### src/rtl/int_controller.sv
// rtl/int_controller.sv - parametrised edge/level interrupt controller with fixed-priority request/ack handshake
//
// Ports:
//   clk, nreset          clock, synchronous active-low reset
//   irq_in               raw asynchronous interrupt sources, active-high
//   cfg_we, cfg_addr     register write strobe and register select
//   cfg_d, cfg_q         register write data, registered read data
//   int_req, int_id      request to the CPU and the channel being requested
//   int_ack              one-cycle CPU acknowledge of the current request
// Registers: 0 MASK, 1 MODE (1 = edge), 2 PENDING (W1C), 3 STATUS {int_id, int_req}

module int_controller #(
    parameter int N_CHANNELS  = 8,
    parameter int ID_WIDTH    = 3,
    parameter int SYNC_STAGES = 2
) (
    input  logic                  clk,
    input  logic                  nreset,
    input  logic [N_CHANNELS-1:0] irq_in,
    input  logic                  cfg_we,
    input  logic [1:0]            cfg_addr,
    input  logic [31:0]           cfg_d,
    output logic [31:0]           cfg_q,
    output logic                  int_req,
    output logic [ID_WIDTH-1:0]   int_id,
    input  logic                  int_ack
);

    typedef enum logic [1:0] {
        ST_IDLE,
        ST_REQ,
        ST_GAP
    } state_t;

    state_t state, state_next;

    logic [N_CHANNELS-1:0] sync_ff [SYNC_STAGES];
    logic [N_CHANNELS-1:0] sync, prev, rise;
    logic [N_CHANNELS-1:0] pending, pend_next, clr, eligible;
    logic [N_CHANNELS-1:0] mask, mode;
    logic [N_CHANNELS-1:0] wr_data;
    logic [ID_WIDTH-1:0]   id_r, arb_id;
    logic                  arb_hit;
    logic [31:0]           rd_data;
    logic                  unused_cfg_d;

    assign wr_data      = cfg_d[N_CHANNELS-1:0];
    assign unused_cfg_d = ^cfg_d;

    // Input synchroniser plus one extra flop for rising-edge detection.
    always_ff @(posedge clk) begin
        if (!nreset) begin
            for (int s = 0; s < SYNC_STAGES; s++) begin
                sync_ff[s] <= '0;
            end
            prev <= '0;
        end else begin
            sync_ff[0] <= irq_in;
            for (int s = 1; s < SYNC_STAGES; s++) begin
                sync_ff[s] <= sync_ff[s-1];
            end
            prev <= sync;
        end
    end

    assign sync = sync_ff[SYNC_STAGES-1];
    assign rise = sync & ~prev;

    // Clear sources for edge channels: W1C write and acknowledge of the
    // channel currently being requested.
    always_comb begin
        clr = '0;
        if (cfg_we && cfg_addr == 2'd2) begin
            clr = wr_data;
        end
        if (state == ST_REQ && int_ack) begin
            clr[id_r] = 1'b1;
        end
    end

    // Edge channels: a new edge beats a simultaneous clear. Level channels
    // follow the synchronised input through the same register so both modes
    // see the same latency.
    assign pend_next = (mode & (rise | (pending & ~clr))) | (~mode & sync);
    assign eligible  = pending & mask;

    always_ff @(posedge clk) begin
        if (!nreset) begin
            pending <= '0;
        end else begin
            pending <= pend_next;
        end
    end

    // Fixed priority: lowest index wins, so scan downwards and let the last hit stand.
    always_comb begin
        arb_hit = 1'b0;
        arb_id  = '0;
        for (int k = N_CHANNELS - 1; k >= 0; k--) begin
            if (eligible[k]) begin
                arb_hit = 1'b1;
                arb_id  = ID_WIDTH'(k);
            end
        end
    end

    always_ff @(posedge clk) begin
        if (!nreset) begin
            state <= ST_IDLE;
            id_r  <= '0;
        end else begin
            state <= state_next;
            if (state == ST_IDLE && arb_hit) begin
                id_r <= arb_id;
            end
        end
    end

    always_comb begin
        state_next = state;
        case (state)
            ST_IDLE: if (arb_hit) state_next = ST_REQ;
            ST_REQ:  if (int_ack) state_next = ST_GAP;
            ST_GAP:  state_next = ST_IDLE;
            default: state_next = ST_IDLE;
        endcase
    end

    assign int_req = (state == ST_REQ);
    assign int_id  = int_req ? id_r : '0;

    // Configuration registers; writes land at the strobe edge, so an
    // arbitration in the same cycle still sees the old MASK.
    always_ff @(posedge clk) begin
        if (!nreset) begin
            mask <= '0;
            mode <= '1;
        end else if (cfg_we) begin
            if (cfg_addr == 2'd0) mask <= wr_data;
            if (cfg_addr == 2'd1) mode <= wr_data;
        end
    end

    always_comb begin
        rd_data = '0;
        case (cfg_addr)
            2'd0: rd_data[N_CHANNELS-1:0] = mask;
            2'd1: rd_data[N_CHANNELS-1:0] = mode;
            2'd2: rd_data[N_CHANNELS-1:0] = pending;
            default: begin
                rd_data[0] = int_req;
                for (int b = 0; b < ID_WIDTH && b < 8; b++) begin
                    rd_data[b+1] = int_id[b];
                end
            end
        endcase
    end

    always_ff @(posedge clk) begin
        if (!nreset) begin
            cfg_q <= '0;
        end else begin
            cfg_q <= rd_data;
        end
    end

endmodule

### config.mk
export PLATFORM = sky130hd
export DESIGN_NAME = int_controller
export DESIGN_NICKNAME = d
export VERILOG_FILES = /design/src/rtl/int_controller.sv
export SDC_FILE = /design/constraint.sdc
export NUM_CORES = 1
export LEC_CHECK = 0
export ABC_CLOCK_PERIOD_IN_PS = 2470
export CORE_MARGIN = 2
export CORE_UTILIZATION = 25
export CTS_BUF_LIST = sky130_fd_sc_hd__clkbuf_2
export CTS_CLUSTER_SIZE = 20
export DETAILED_ROUTE_END_ITERATION = 7
export GPL_ROUTABILITY_DRIVEN = 0
export PLACE_DENSITY = 0.59
export SYNTH_ARGS = -nofsm -noshare
export SYNTH_HDL_FRONTEND = slang
export SYNTH_SLANG_ARGS = --single-unit
### constraint.sdc
create_clock -name clk -period 2.47 [get_ports clk]
set_input_delay 0.741 -clock clk [delete_from_list [all_inputs] [get_ports clk]]
set_output_delay 0.741 -clock clk [all_outputs]
set_load 0.01 [all_outputs]
==> out/summary.txt <==
# setup viols final: 0
Core Region: 9860 um2
DP Wirelength: 3570 um
critical path class: reg -> out
die width: 105 um
GR Util met2: 14.7%
fin cells: 430
# IOs: 82
share of Yosys cell area claimed by the top area cell type: 47.7%
post-route clock period utilization: 94.2%
CP required: 1.73 ns
multiplexer area fraction after synthesis: 8.37%
Pint: 1230 uW
Final Max Tran Viols: 0
power consumption: 1650 uW
ys flop type: dfxtp_1
GRT Max-Usage Layer: met2
largest net degree at the start of global routing: 63
Setup Skew: 0.0194 ns
reg2reg setup slack: 0.99 ns
R2R depth: 4
mean post-synth cell area: 9.87 um2
WL final: 4900 um
Post-Syn Area: 2560 um2
Clock Power Share: 24.1%
number of global-route vias before repair: 1665
global-route wire length before repair: 8140 um
hold_buf cts: 0
placed instance area: 2960 um2
min-delay src: sync_ff[0][2]$_SDFF_PN0_
htree depth: 3
top cells by area, synth: dfxtp_1, and2_1, buf_4
RSZ-0062 raised after global routing: no
# port buffers: 33
global-route usage over all layers: 9.46%
largest family of logic cells by synthesized area: simple AND/OR/NAND/NOR gates
placed insts: 418
initial antenna violation count: 0
min Tclk post-route: 2.33 ns
Yosys reg bits: 61
Setup crit start kind: register
setup tns final: 0 ns
Clk pin slew, worst setup/hold paths: 0.13 ns
first drt pass iteration count: 4
clk root buf: clkbuf_2
DRC Markers: 0
adder-cell share of the synthesized area: 0%
pwr dens: 545 nW/um2
hold worst-path end: sync_ff[0][10]$_SDFF_PN0_
Seq pwr share: 64.1%
Layout Area Growth over Synthesis: 18.2%
sw power: 418 uW
Max Fclk: 430 MHz
status: finished, final reports clean
number of antenna-violating nets in the routed design: 0
met1 GRT Util: 11.3%
Synth cell types: 33
register area share after synthesis: 47.7%
Post-synth EDFFs: 0
CTS sink count: 61
compound-cell area share of the yosys netlist: 10.3%
post-route cell area: 3020 um2
Iter 0 DRT Violations: 46
Hold WS: 0.448 ns
worst skew pair latency: 0.46 ns
YS warnings: 0
DIE HEIGHT: 105 um
drt wl/cell: 11.4 um
post-synthesis cell count: 259
Final Hold Fails: 0
crit end category: output pin
floorplan row count: 36
vias per cell: 4.15
simple-gate share of the synthesized area: 24.1%
Starting Density: 25.9%
Static Leakage: 0.00128 uW
share of layout cells above drive strength 1: 10.1%
Max FO, Critical Path: 3
CTS Buffer Depth: 2
met3 usage: 3.87%
part of the power in combinational logic: 11.8%
Vias: 1786
n_diodes: 0
xor-xnor portion of the synthesized cell area: 0%
# Max-Cap Violations: 0
reg-to-reg endpoint: id_r[1]$_SDFFE_PN0P_
worst vdd ir: 0.171 mV
Synth area leader: dfxtp_1
asr flop ratio synth: 0%
Critical Path AT: 1.59 ns
Final #Nets: 344
hold crit path type: reg -> reg
die area: 11100 um2
WHS Path Cells: 1
switching share of total power: 25.4%
CTS tree: built
total CTS buffers: 9
R2R Path Start: pending[1]$_SDFF_PN0_
gr ovfl total: 0
[timing repair]
action,4_1_cts,5_1_grt
cloned,0,0
setup buffers,2,0
setup endpoints to repair,3,1
resized for setup,2,1
pin swaps,0,0
[cell usage after synthesis (all sizes together) (3+ instances only)]
library cell and number:
a21o 6, a21oi 3, a221oi 6, a22o 6
and2 36, buf 30, clkbuf 6, dfxtp 61
mux2i 12, mux4 4, nand2 34, nand3 18
nor2 3, nor2b 13, o21ai 4
[routing by layer]
layer / wire length, um / up-vias
met5: 0 / -
met4: 139 / 0
met3: 312 / 12
met2: 2210 / 71
met1: 2240 / 791
li1: - / 912
[layout make-up]
cell class | instances | area [um2]
sequential | 61 | 1220
clock buffer | 9 | 45.0
fill | 1024 | 6840
timing repair buffer | 41 | 403
multi-input combinational | 185 | 1180
clock inverter | 1 | 5.00
tap | 133 | 166
[cells by family (layout without fill, tap and decap cells)]
group           count (synthesis)  in the layout
flops                          61             61
compound gates                 34             34
mux                            16             16
buf+inv                        36             51
other cells                     1             24
simple gates                  111            111
[state kept, by name, summed over array words and instances (netlist names)]
register  flops
cfg_q         8
id_r          3
prev          8
sync_ff      16
mask          8
pending       8
state         2
mode          8
[how the worst max path moves through the flow]
stage | start | endpoint | cells past startpoint
6_report | state[0]$_SDFFE_PN0P_ | int_req | 3
5_1_grt | state[0]$_SDFFE_PN0P_ | int_req | 3
4_1_cts | state[0]$_SDFFE_PN0P_ | int_id[0] | 3
3_5_place_dp | cfg_addr[1] | cfg_q[0]$_SDFF_PN0_ | 3
3_3_place_gp | cfg_addr[1] | cfg_q[0]$_SDFF_PN0_ | 3
2_1_floorplan | cfg_addr[1] | cfg_q[0]$_SDFF_PN0_ | 3
[cells in the final DEF, fill, tap and decap left out, types with 2 or more instances in the layout]
| cell type | netlist | final |
|---|---|---|
| dfxtp_1 | 61 | 61 |
| nand2_1 | 34 | 34 |
| and2_1 | 33 | 33 |
| clkdlybuf4s50_1 | 0 | 30 |
| conb_1 | 1 | 24 |
| nand3_1 | 18 | 18 |
| nor2b_1 | 12 | 12 |
| mux2i_1 | 12 | 12 |
| clkbuf_2 | 0 | 9 |
| buf_4 | 24 | 7 |
| a221oi_1 | 6 | 6 |
| a21o_1 | 6 | 6 |
| a22o_1 | 6 | 6 |
| o21ai_0 | 4 | 4 |
| and2_4 | 3 | 3 |
| nor2_1 | 3 | 3 |
| a21oi_1 | 3 | 3 |
| mux4_2 | 3 | 3 |
| and3_1 | 2 | 2 |
| a31oi_1 | 2 | 2 |
| o221a_2 | 2 | 2 |
| a32o_1 | 2 | 2 |
| dlygate4sd2_1 | 0 | 2 |
[power by group through the flow]
stage	Combinational, uW	Sequential [uW]	Clock (uW)
5_1_grt	214	1060	463
3_5_place_dp	194	1080	0
4_1_cts	196	1060	423
3_3_place_gp	191	1080	0
2_1_floorplan	141	1070	0
6_report	194	1060	398
[worst max-delay path: stages (launching register included)]
cell,delay [ns]
dfxtp_1,0.35
nor2b_4,0.16
buf_4,0.12
clkdlybuf4s50_1,0.52
[metrics by stage]
stage / util, % / setup slack, ns
floorplan: - / 0.683
global placement: 30.0 / 0.0983
detailed placement: 30.0 / 0.0894
CTS: 30.6 / 0.0424
global route: 30.7 / 0.00320
finish: 30.7 / 0.143
Power figures use the tool's default switching activity.
